[config.mk]
export PLATFORM = sky130hd
export DESIGN_NAME = sseg_scan_rx_flat
export DESIGN_NICKNAME = d
export VERILOG_FILES = /design/src/rtl/sseg_scan_rx_if.sv /design/src/rtl/sseg_scan_rx.sv /design/src/flat_wrapper.sv
export SDC_FILE = /design/constraint.sdc
export NUM_CORES = 1
export LEC_CHECK = 0
export BUFFER_PORTS_ARGS = -buffer_cell sky130_fd_sc_hd__buf_4
export CELL_PAD_IN_SITES_DETAIL_PLACEMENT = 0
export CELL_PAD_IN_SITES_GLOBAL_PLACEMENT = 2
export CORE_MARGIN = 8
export CORE_UTILIZATION = 40
export DETAILED_ROUTE_END_ITERATION = 6
export GPL_TIMING_DRIVEN = 1
export PLACE_DENSITY_LB_ADDON = 0.1
export SLEW_MARGIN = 20
export SYNTH_ARGS = -nofsm -noshare
export SYNTH_HDL_FRONTEND = slang
export SYNTH_SLANG_ARGS = --single-unit
[constraint.sdc]
create_clock -name clk -period 2.7 [get_ports clk]
set_input_delay 0.27 -clock clk [delete_from_list [all_inputs] [get_ports clk]]
set_output_delay 0.27 -clock clk [all_outputs]
set_load 0.03 [all_outputs]
[src/rtl/sseg_scan_rx_if.sv]
// Observed 7-segment scan bus plus the receiver's captured results.
// Hex-decode signals exist only when SSEG_SCAN_RX_HEX_EN is defined.
interface sseg_scan_rx_if;
   logic [3:0] an_in;
   logic [7:0] sseg_in;
   logic [7:0] led0;
   logic [7:0] led1;
   logic [7:0] led2;
   logic [7:0] led3;
   logic       frame_valid;
   logic       frame_tick;
   logic       an_err;
   logic       seq_err;
`ifdef SSEG_SCAN_RX_HEX_EN
   logic [3:0] hex0;
   logic [3:0] hex1;
   logic [3:0] hex2;
   logic [3:0] hex3;
   logic [3:0] hex_ok;

   modport master (
      output an_in, sseg_in,
      input  led0, led1, led2, led3, frame_valid, frame_tick, an_err, seq_err,
      input  hex0, hex1, hex2, hex3, hex_ok
   );
   modport slave (
      input  an_in, sseg_in,
      output led0, led1, led2, led3, frame_valid, frame_tick, an_err, seq_err,
      output hex0, hex1, hex2, hex3, hex_ok
   );
`else
   modport master (
      output an_in, sseg_in,
      input  led0, led1, led2, led3, frame_valid, frame_tick, an_err, seq_err
   );
   modport slave (
      input  an_in, sseg_in,
      output led0, led1, led2, led3, frame_valid, frame_tick, an_err, seq_err
   );
`endif
endinterface

[src/rtl/sseg_scan_rx.sv]
// Rebuilds four digit patterns from an observed multiplexed 7-segment scan and checks order.
// Defining SSEG_SCAN_RX_HEX_EN adds registered hex decode of each captured digit.
module sseg_scan_rx #(
   parameter int unsigned STABLE_CNT = 4,
   parameter int unsigned TIMEOUT    = 1048576
) (
   input  logic          clk,
   input  logic          reset,
   sseg_scan_rx_if.slave bus
);
   // STABLE_CNT held cycles means STABLE_CNT-1 repeated samples after the change.
   localparam logic [7:0]  STAB_LAST = 8'(STABLE_CNT - 1);
   localparam logic [24:0] TO_MAX    = 25'(TIMEOUT);

   typedef enum logic [2:0] {StHunt, StExp0, StExp1, StExp2, StExp3} state_e;

   logic [11:0]     r_meta, r_sync, r_prev;
   logic [7:0]      r_stab;
   logic [24:0]     r_idle;
   logic [3:0][7:0] r_led;
   logic            r_frame_valid, r_frame_tick, r_an_err, r_seq_err;
   state_e          r_state, w_state_d, w_next;

   logic       w_same, w_cap, w_valid, w_bad, w_cap_digit, w_cap_bad, w_timeout;
   logic       w_tick, w_seq;
   logic [1:0] w_digit, w_exp;

   assign w_same      = (r_sync == r_prev);
   assign w_cap       = w_same && (r_stab == STAB_LAST - 8'd1);
   assign w_cap_digit = w_cap && w_valid;
   assign w_cap_bad   = w_cap && w_bad;
   assign w_timeout   = !w_cap_digit && (r_idle == TO_MAX - 25'd1);

   always_comb begin
      w_digit = 2'd0;
      w_valid = 1'b0;
      w_bad   = 1'b0;
      case (r_sync[11:8])
         4'b1110: begin w_valid = 1'b1; w_digit = 2'd0; end
         4'b1101: begin w_valid = 1'b1; w_digit = 2'd1; end
         4'b1011: begin w_valid = 1'b1; w_digit = 2'd2; end
         4'b0111: begin w_valid = 1'b1; w_digit = 2'd3; end
         4'b1111: ;
         default: w_bad = 1'b1;
      endcase
   end

   always_comb begin
      case (r_state)
         StExp1:  begin w_exp = 2'd1; w_next = StExp2; end
         StExp2:  begin w_exp = 2'd2; w_next = StExp3; end
         StExp3:  begin w_exp = 2'd3; w_next = StExp0; end
         default: begin w_exp = 2'd0; w_next = StExp1; end
      endcase
   end

   always_comb begin
      w_state_d = r_state;
      w_tick    = 1'b0;
      w_seq     = 1'b0;
      if (w_cap_bad || w_timeout) begin
         w_state_d = StHunt;
      end else if (w_cap_digit) begin
         if (r_state == StHunt) begin
            if (w_digit == 2'd0) w_state_d = StExp1;
         end else if (w_digit == w_exp) begin
            w_state_d = w_next;
            w_tick    = (w_exp == 2'd3);
         end else begin
            // A stray digit0 is most likely a new frame start, so keep collecting.
            w_seq     = 1'b1;
            w_state_d = (w_digit == 2'd0) ? StExp1 : StHunt;
         end
      end
   end

   always_ff @(posedge clk or negedge reset) begin
      if (!reset) begin
         r_meta <= '1;
         r_sync <= '1;
         r_prev <= '1;
         r_stab <= '0;
      end else begin
         r_meta <= {bus.an_in, bus.sseg_in};
         r_sync <= r_meta;
         r_prev <= r_sync;
         if (!w_same) begin
            r_stab <= '0;
         end else if (r_stab != STAB_LAST) begin
            r_stab <= r_stab + 8'd1;
         end
      end
   end

   always_ff @(posedge clk or negedge reset) begin
      if (!reset) begin
         r_state       <= StHunt;
         r_idle        <= '0;
         r_led         <= '1;
         r_frame_valid <= 1'b0;
         r_frame_tick  <= 1'b0;
         r_an_err      <= 1'b0;
         r_seq_err     <= 1'b0;
      end else begin
         r_state      <= w_state_d;
         r_frame_tick <= w_tick;
         r_an_err     <= w_cap_bad;
         r_seq_err    <= w_seq;
         if (w_tick) begin
            r_frame_valid <= 1'b1;
         end else if (w_timeout) begin
            r_frame_valid <= 1'b0;
         end
         if (w_cap_digit) begin
            r_led[w_digit] <= r_sync[7:0];
            r_idle         <= '0;
         end else if (r_idle != TO_MAX) begin
            r_idle <= r_idle + 25'd1;
         end
      end
   end

   assign bus.led0        = r_led[0];
   assign bus.led1        = r_led[1];
   assign bus.led2        = r_led[2];
   assign bus.led3        = r_led[3];
   assign bus.frame_valid = r_frame_valid;
   assign bus.frame_tick  = r_frame_tick;
   assign bus.an_err      = r_an_err;
   assign bus.seq_err     = r_seq_err;

`ifdef SSEG_SCAN_RX_HEX_EN
   // {ok, value}; dp is ignored, unknown patterns decode to {0, 0}.
   function automatic logic [4:0] hex_decode(input logic [6:0] seg);
      logic [4:0] dec;
      dec = 5'd0;
      case (seg)
         7'h40: dec = 5'h10;
         7'h79: dec = 5'h11;
         7'h24: dec = 5'h12;
         7'h30: dec = 5'h13;
         7'h19: dec = 5'h14;
         7'h12: dec = 5'h15;
         7'h02: dec = 5'h16;
         7'h78: dec = 5'h17;
         7'h00: dec = 5'h18;
         7'h10: dec = 5'h19;
         7'h08: dec = 5'h1A;
         7'h03: dec = 5'h1B;
         7'h46: dec = 5'h1C;
         7'h21: dec = 5'h1D;
         7'h06: dec = 5'h1E;
         7'h0E: dec = 5'h1F;
         default: dec = 5'h00;
      endcase
      return dec;
   endfunction

   logic [3:0][3:0] r_hex;
   logic [3:0]      r_hex_ok;
   logic [4:0]      w_hex;

   assign w_hex = hex_decode(r_sync[6:0]);

   always_ff @(posedge clk or negedge reset) begin
      if (!reset) begin
         r_hex    <= '0;
         r_hex_ok <= '0;
      end else if (w_cap_digit) begin
         r_hex[w_digit]    <= w_hex[3:0];
         r_hex_ok[w_digit] <= w_hex[4];
      end
   end

   assign bus.hex0   = r_hex[0];
   assign bus.hex1   = r_hex[1];
   assign bus.hex2   = r_hex[2];
   assign bus.hex3   = r_hex[3];
   assign bus.hex_ok = r_hex_ok;
`endif
endmodule

[src/flat_wrapper.sv]
// flat-port wrapper written by rule: the top's interface ports become plain ports
module sseg_scan_rx_flat 
#(
   parameter int unsigned STABLE_CNT = 4,
   parameter int unsigned TIMEOUT    = 1048576
)
  (clk, reset, bus_an_in, bus_sseg_in, bus_led0, bus_led1, bus_led2, bus_led3, bus_frame_valid, bus_frame_tick, bus_an_err, bus_seq_err);
  sseg_scan_rx_if bus_i ();
  input  logic clk;
  input  logic reset;
  input wire logic [$bits(bus_i.an_in)-1:0] bus_an_in;
  input wire logic [$bits(bus_i.sseg_in)-1:0] bus_sseg_in;
  output wire logic [$bits(bus_i.led0)-1:0] bus_led0;
  output wire logic [$bits(bus_i.led1)-1:0] bus_led1;
  output wire logic [$bits(bus_i.led2)-1:0] bus_led2;
  output wire logic [$bits(bus_i.led3)-1:0] bus_led3;
  output wire logic [$bits(bus_i.frame_valid)-1:0] bus_frame_valid;
  output wire logic [$bits(bus_i.frame_tick)-1:0] bus_frame_tick;
  output wire logic [$bits(bus_i.an_err)-1:0] bus_an_err;
  output wire logic [$bits(bus_i.seq_err)-1:0] bus_seq_err;
  assign bus_i.an_in = bus_an_in;
  assign bus_i.sseg_in = bus_sseg_in;
  assign bus_led0 = bus_i.led0;
  assign bus_led1 = bus_i.led1;
  assign bus_led2 = bus_i.led2;
  assign bus_led3 = bus_i.led3;
  assign bus_frame_valid = bus_i.frame_valid;
  assign bus_frame_tick = bus_i.frame_tick;
  assign bus_an_err = bus_i.an_err;
  assign bus_seq_err = bus_i.seq_err;
  sseg_scan_rx #(.STABLE_CNT(STABLE_CNT), .TIMEOUT(TIMEOUT)) u_core (.clk(clk), .reset(reset), .bus(bus_i));
endmodule
## Word level (Yosys, flattened, before mapping)

Cells that the tools add are included.

| storage, ports and cells | value |
|---|---|
| bits in registers | 108 |
| input port bits | 14 |
| output and inout port bits | 36 |
| logic and storage cells | 78 |

| cells by class | value |
|---|---|
| add/sub/neg operators | 2 |
| magnitude comparators | 2 |
| equal/unequal tests | 17 |
| muxes and demuxes | 28 |
| reduce and logical (&&, ||, !) cells | 15 |

Operator list:

| cell | count |
|---|---|
| two-way mux 25 bit | 2 |
| bitwise mux 32 bit | 1 |
| adder 25 x 1 -> 25 bit, second input constant | 1 |
| == test 25 x 20 -> 1 bit, second input constant | 1 |
| inequality test 25 x 21 -> 1 bit, second input constant | 1 |
| two-way mux 8 bit | 3 |
| demux 8 bit (select 2 bit) | 1 |
| == test 4 bit, second input constant | 4 |
| two-way mux 3 bit | 5 |
| == test 12 bit | 1 |
| two-way mux 1 bit | 12 |
| one-hot mux 2 bit (3 select lines) | 2 |
| one-hot mux 3 bit (3 select lines) | 1 |
| adder 8 x 1 -> 8 bit, second input constant | 1 |
| == test 8 x 2 -> 1 bit, second input constant | 1 |
| inequality test 8 x 2 -> 1 bit, second input constant | 1 |
| == test 3 x 2 -> 1 bit, second input constant | 2 |
| nonzero test 2 bit | 3 |
| logical AND 1 bit | 5 |
| OR reduction 5 bit | 1 |
| == test 4 x 3 -> 1 bit, second input constant | 1 |
| OR reduction 4 bit | 1 |
| == test 3 bit, second input constant | 1 |
| logical NOT 3 bit | 1 |
| 11 further kinds | 11 |

## Logic depth before layout (Yosys ltp)

| logic depth | value |
|---|---|
| depth after elaboration | 9 |
| gate-level depth with buffers | 8 |

## Least setup slack after synthesis

Ideal clock, no wire load.

| timing | value |
|---|---|
| path kind | register to register |
| start point | register u_core.r_sync[10] |
| end point | register u_core.r_led (netlist bit u_core.bus.led3[0]) |
| setup time | 82 ps |
| data arrival time | 2075 ps |
| required time | 2618 ps |
| path slack | 542 ps |
| stages on the path, launching flop included | 7 |
| path buffers | 1 |
| clock period less this slack | 2158 ps |
| path through | dfstp_2 buf_2 xnor2_1 and4_1 nand4b_4 nor4b_4 mux2_2 |

| between the ends | value |
|---|---|
| cells in the longest elaborated chain, start to end | 7 |
| elaborated cells between the ends (all ways) | 16 |
| classes of those cells | 2 x order compare; 5 x eq/ne; 5 x mux; 4 x reduce/logical |

RTL lines:

| item | RTL line | text |
|---|---|---|
| start: declaration | sseg_scan_rx.sv:17 | `logic [11:0] r_meta, r_sync, r_prev;` |
| start signal: assignment | sseg_scan_rx.sv:85 | `r_sync <= r_meta;` |
| == test 4 x 3 -> 1 bit / == test 4 bit (equally long branches) | sseg_scan_rx.sv:38 | `case (r_sync[11:8])` |
| one-hot mux 2 bit (3 select lines) | sseg_scan_rx.sv:38 |  |
| less-than comparator 2 x 3 -> 1 bit (not written as such) / >= comparator 2 x 1 -> 1 bit (equally long branches) | sseg_scan_rx.sv:115 | `r_led[w_digit] <= r_sync[7:0];` |
| logical AND 1 bit (not written as such) | sseg_scan_rx.sv:115 |  |
| two-way mux 8 bit (not written as such) | sseg_scan_rx.sv:115 |  |
| demux 8 bit (select 2 bit) | - |  |
| bitwise mux 32 bit | sseg_scan_rx.sv:115 |  |
| end signal: indexed assignment | sseg_scan_rx.sv:115 |  |
| end: declaration | sseg_scan_rx.sv:20 | `logic [3:0][7:0] r_led;` |

Several ways; a longest one is shown, not always the timed one.
A chain may end at the register's enable or synchronous reset.

## Worst setup path in the final report

| timing | value |
|---|---|
| start point | register u_core.r_stab[3] |
| end point | register u_core.r_led (netlist bit u_core.bus.led0[6]) |

| between the ends | value |
|---|---|
| cells in the longest elaborated chain, start to end | 3 |

RTL lines:

| item | RTL line | text |
|---|---|---|
| start: declaration | sseg_scan_rx.sv:18 | `logic [7:0] r_stab;` |
| start signal: assignment | sseg_scan_rx.sv:90 | `r_stab <= r_stab + 8'd1;` |
| == test 8 x 2 -> 1 bit | sseg_scan_rx.sv:29 | `assign w_cap = w_same && (r_stab == STAB_LAST - 8'd1);` |
| logical AND 1 bit | sseg_scan_rx.sv:29 |  |
| logical AND 1 bit | sseg_scan_rx.sv:30 | `assign w_cap_digit = w_cap && w_valid;` |

No other way between the ends.

==> summary.md <==
| Metric | Value |
|---|---|
| Syn Nets | 380 |
| Residual DRC | 0 |
| Post-CTS setup buffer count | 0 |
| Worst Skew | 0.00777 ns |
| Vias post-DR | 2877 |
| Post-synth cell types | 46 |
| Slew @ Worst Pin | 0.627 ns |
| Slew margin rel. | 58.2% |
| Die area | 15100 sq um |
| Routability congestion estimate | 0.746 |
| EDFF count, synth | 0 |
| Combinational family with the most area after synthesis | simple AND/OR/NAND/NOR gates |
| Num CTS Buffers | 9 |
| Final Critical Period | 2.37 ns |
| Max clock buf depth | 2 |
| Mapped Avg Cell Area | 12.7 sq um |
| Routed wire length | 9.26 mm |
| Core Area | 11300 sq um |
| Outcome | complete, no violations |
| DR vias/cell | 5.07 |
| FF+latch count, synth | 108 |
| Sequential share of the synthesized area | 60.9% |
| Sum Neg Setup Slack | 0 ns |
| CP arrival | 2.64 ns |
| N_diodes | 0 |
| Die H | 123 um |
| FFs w/ async S/R, synth | 100% |
| Area share of the largest cell type after synthesis | 39.0% |
| Finished Layout Cells | 567 |
| Worst Slack Setup Final | 0.334 ns |
| Worst-Skew Late Latency | 0.35 ns |
| YS warnings | 0 |
| RSZ-0062 raised after global routing | false |
| Slew Limit Fails | 0 |
| Final setup violation count | 0 |
| Area Growth Syn to Fin | 18.5% |
| Worst Path Required | 2.98 ns |
| Top_reg_cell synth | dfstp_2 |
| Most frequent cells in the layout | dfstp_2, buf_4, nor2_1 |
| Vias in the first global route | 3005 |
| DP Wirelength | 6.43 mm |
| HP Class | in2reg |
| Total Nets Final | 437 |
| Peak VDD IR | 0.416 mV |
| Worst setup path category | reg2reg |
| Peak Freq | 423 MHz |
| First-pass GRT wire length | 15.7 mm |
| Level count of the clock H-tree | 3 |
| Xor/xnor share of the synthesized area | 8.80% |
| CP Launch Type | flop |
| Routed Antenna Nets | 0 |
| IO Port Bufs | 49 |
| Pin count of the biggest net entering global routing | 64 |
| Place WS | 0.310 ns |
| # IOs | 50 |
| Rows | 39 |
| GRT Total Usage | 13.3% |
| Post-Syn Instances | 362 |
| Simple-Gate Fraction of Synth Area | 15.7% |
| Post-Synthesis Cell Area | 4580 sq um |
| Crit path capture type | flop |
| P per Cell Area | 560 nW/um^2 |
| CP Max Fanout | 8 |
| Final period utilization | 87.6% |
| Mux contribution to synthesized area | 8.09% |
| Commonest non-fill, non-tap cell in the layout | dfstp_2 |
| Ranking of synthesized cells by area | dfstp_2, dfrtp_1, mux2_2, xor2_1, xnor2_1 |
| Synth Area in Compound Gates | 3.31% |
| Final Hold Viols | 0 |
| CTS clk-pin slew, worst paths | 0.07 ns |
| Leakage power | 2.34 nW |
| Fraction of layout instances using a drive strength above 1 | 42.9% |
| Cell accounting for the most synthesized area | dfstp_2 |
| Clk sinks | 108 |
| DRT iter0 DRCs | 195 |
| Starting Density | 40.6% |
| Clock Tree Root | clkbuf_16 |
| Placed instance count | 550 |
| Max-cap violations | 0 |
| CTS tree | built |
| Initial antenna violation count | 0 |
| Min Hold Slack | 0.0253 ns |
| Pre-antenna DRT Iters | 4 |
| DR WL/cell | 16.3 um |
| Adder-Cell Fraction of Synth Area | 1.09% |
| GR Overflow Total | 0 |
| Die width | 123 um |
==> report_power, final <==
group          internal [mW]  switching, mW
combinational         0.0381         0.0622
sequential              1.67         0.0271
clock                  0.639          0.600
==> state kept, by name (all words and copies together) (netlist names) <==
signal                  cells
u_core.r_idle              25
u_core.r_state              3
u_core.r_meta              12
u_core.bus.seq_err          1
u_core.bus.an_err           1
u_core.r_prev              12
u_core.bus.led3             8
u_core.bus.led2             8
u_core.bus.led0             8
u_core.bus.frame_tick       1
u_core.bus.frame_valid      1
u_core.r_sync              12
u_core.r_stab               8
u_core.bus.led1             8
==> critical path: stages, from the launching register on <==
cell     delay, ns
dfrtp_1       0.42
nor4_2        0.38
nand3_1       0.26
and4b_2       0.39
and3_1        0.45
mux2_2        0.39
==> cell families (layout without fill, tap and decap cells) <==
logic type / after synthesis / in the layout
DFF: 108 / 108
adders and majority gates: 4 / 4
AOI/OAI and AO/OA: 23 / 23
and+or+nand+nor: 126 / 126
xor gates and xnor gates: 46 / 46
muxes: 33 / 33
buffers and inverters: 22 / 84
==> metal layers <==
layer,vias to the layer above,global-route usage [%],routed length [um]
li1,1377,-,-
met1,1436,18.0,4530
met2,56,19.3,4050
met3,8,5.48,579
met4,0,3.76,99
met5,-,0,0
==> layout make-up <==
type | count | area (sq um)
clock inverter | 5 | 41.3
inverter | 9 | 33.8
sequential | 108 | 2790
fill | 1049 | 5850
timing repair buffer | 59 | 458
tap | 143 | 179
clock buffer | 11 | 233
multi-input combinational | 232 | 1690
==> synth_stat cells, types with 4 or more instances <==
cell      count
and3_1        6
buf_2         6
clkbuf_1      6
dfrtp_1      40
dfstp_2      68
ha_1          4
inv_1         9
mux2_2       32
nand2_1      12
nand3_1      15
nand4_1      17
nor2_1       42
nor3_1        5
nor4_1        6
o21ai_0       6
xnor2_1      21
xor2_1       25
==> stage by stage <==
stage | power (mW) | cell area (sq um) | utilization, %
3_5_place_dp | 1.83 | 5140 | 45.6
3_3_place_gp | 1.83 | 5140 | 45.6
2_1_floorplan | 1.76 | 4580 | -
4_1_cts | 3.09 | 5430 | 48.1
6_report | 3.04 | 5430 | 48.1
5_1_grt | 3.17 | 5430 | 48.1
==> what timing repair did <==
item,4_1_cts,5_1_grt
gates resized for setup,0,0
hold buffers,1,0
hold endpoints to repair,29,0
==> worst paths after layout <==
check,endpoint,start,cells past startpoint,slack [ns]
setup / recovery,u_core.bus.led0[6],u_core.r_stab[3],5,0.33
hold / removal,u_core.r_meta[5],bus_sseg_in[5],1,0.03
setup reg to reg,u_core.bus.led0[6],u_core.r_stab[3],5,0.33
hold reg to reg,u_core.r_sync[9],u_core.r_meta[9],0,0.36
max in group asynchronous,u_core.r_meta[2],reset,3,1.42
min in group asynchronous,u_core.r_idle[16],reset,2,0.48
No activity file was read; power rests on OpenSTA's default activity.
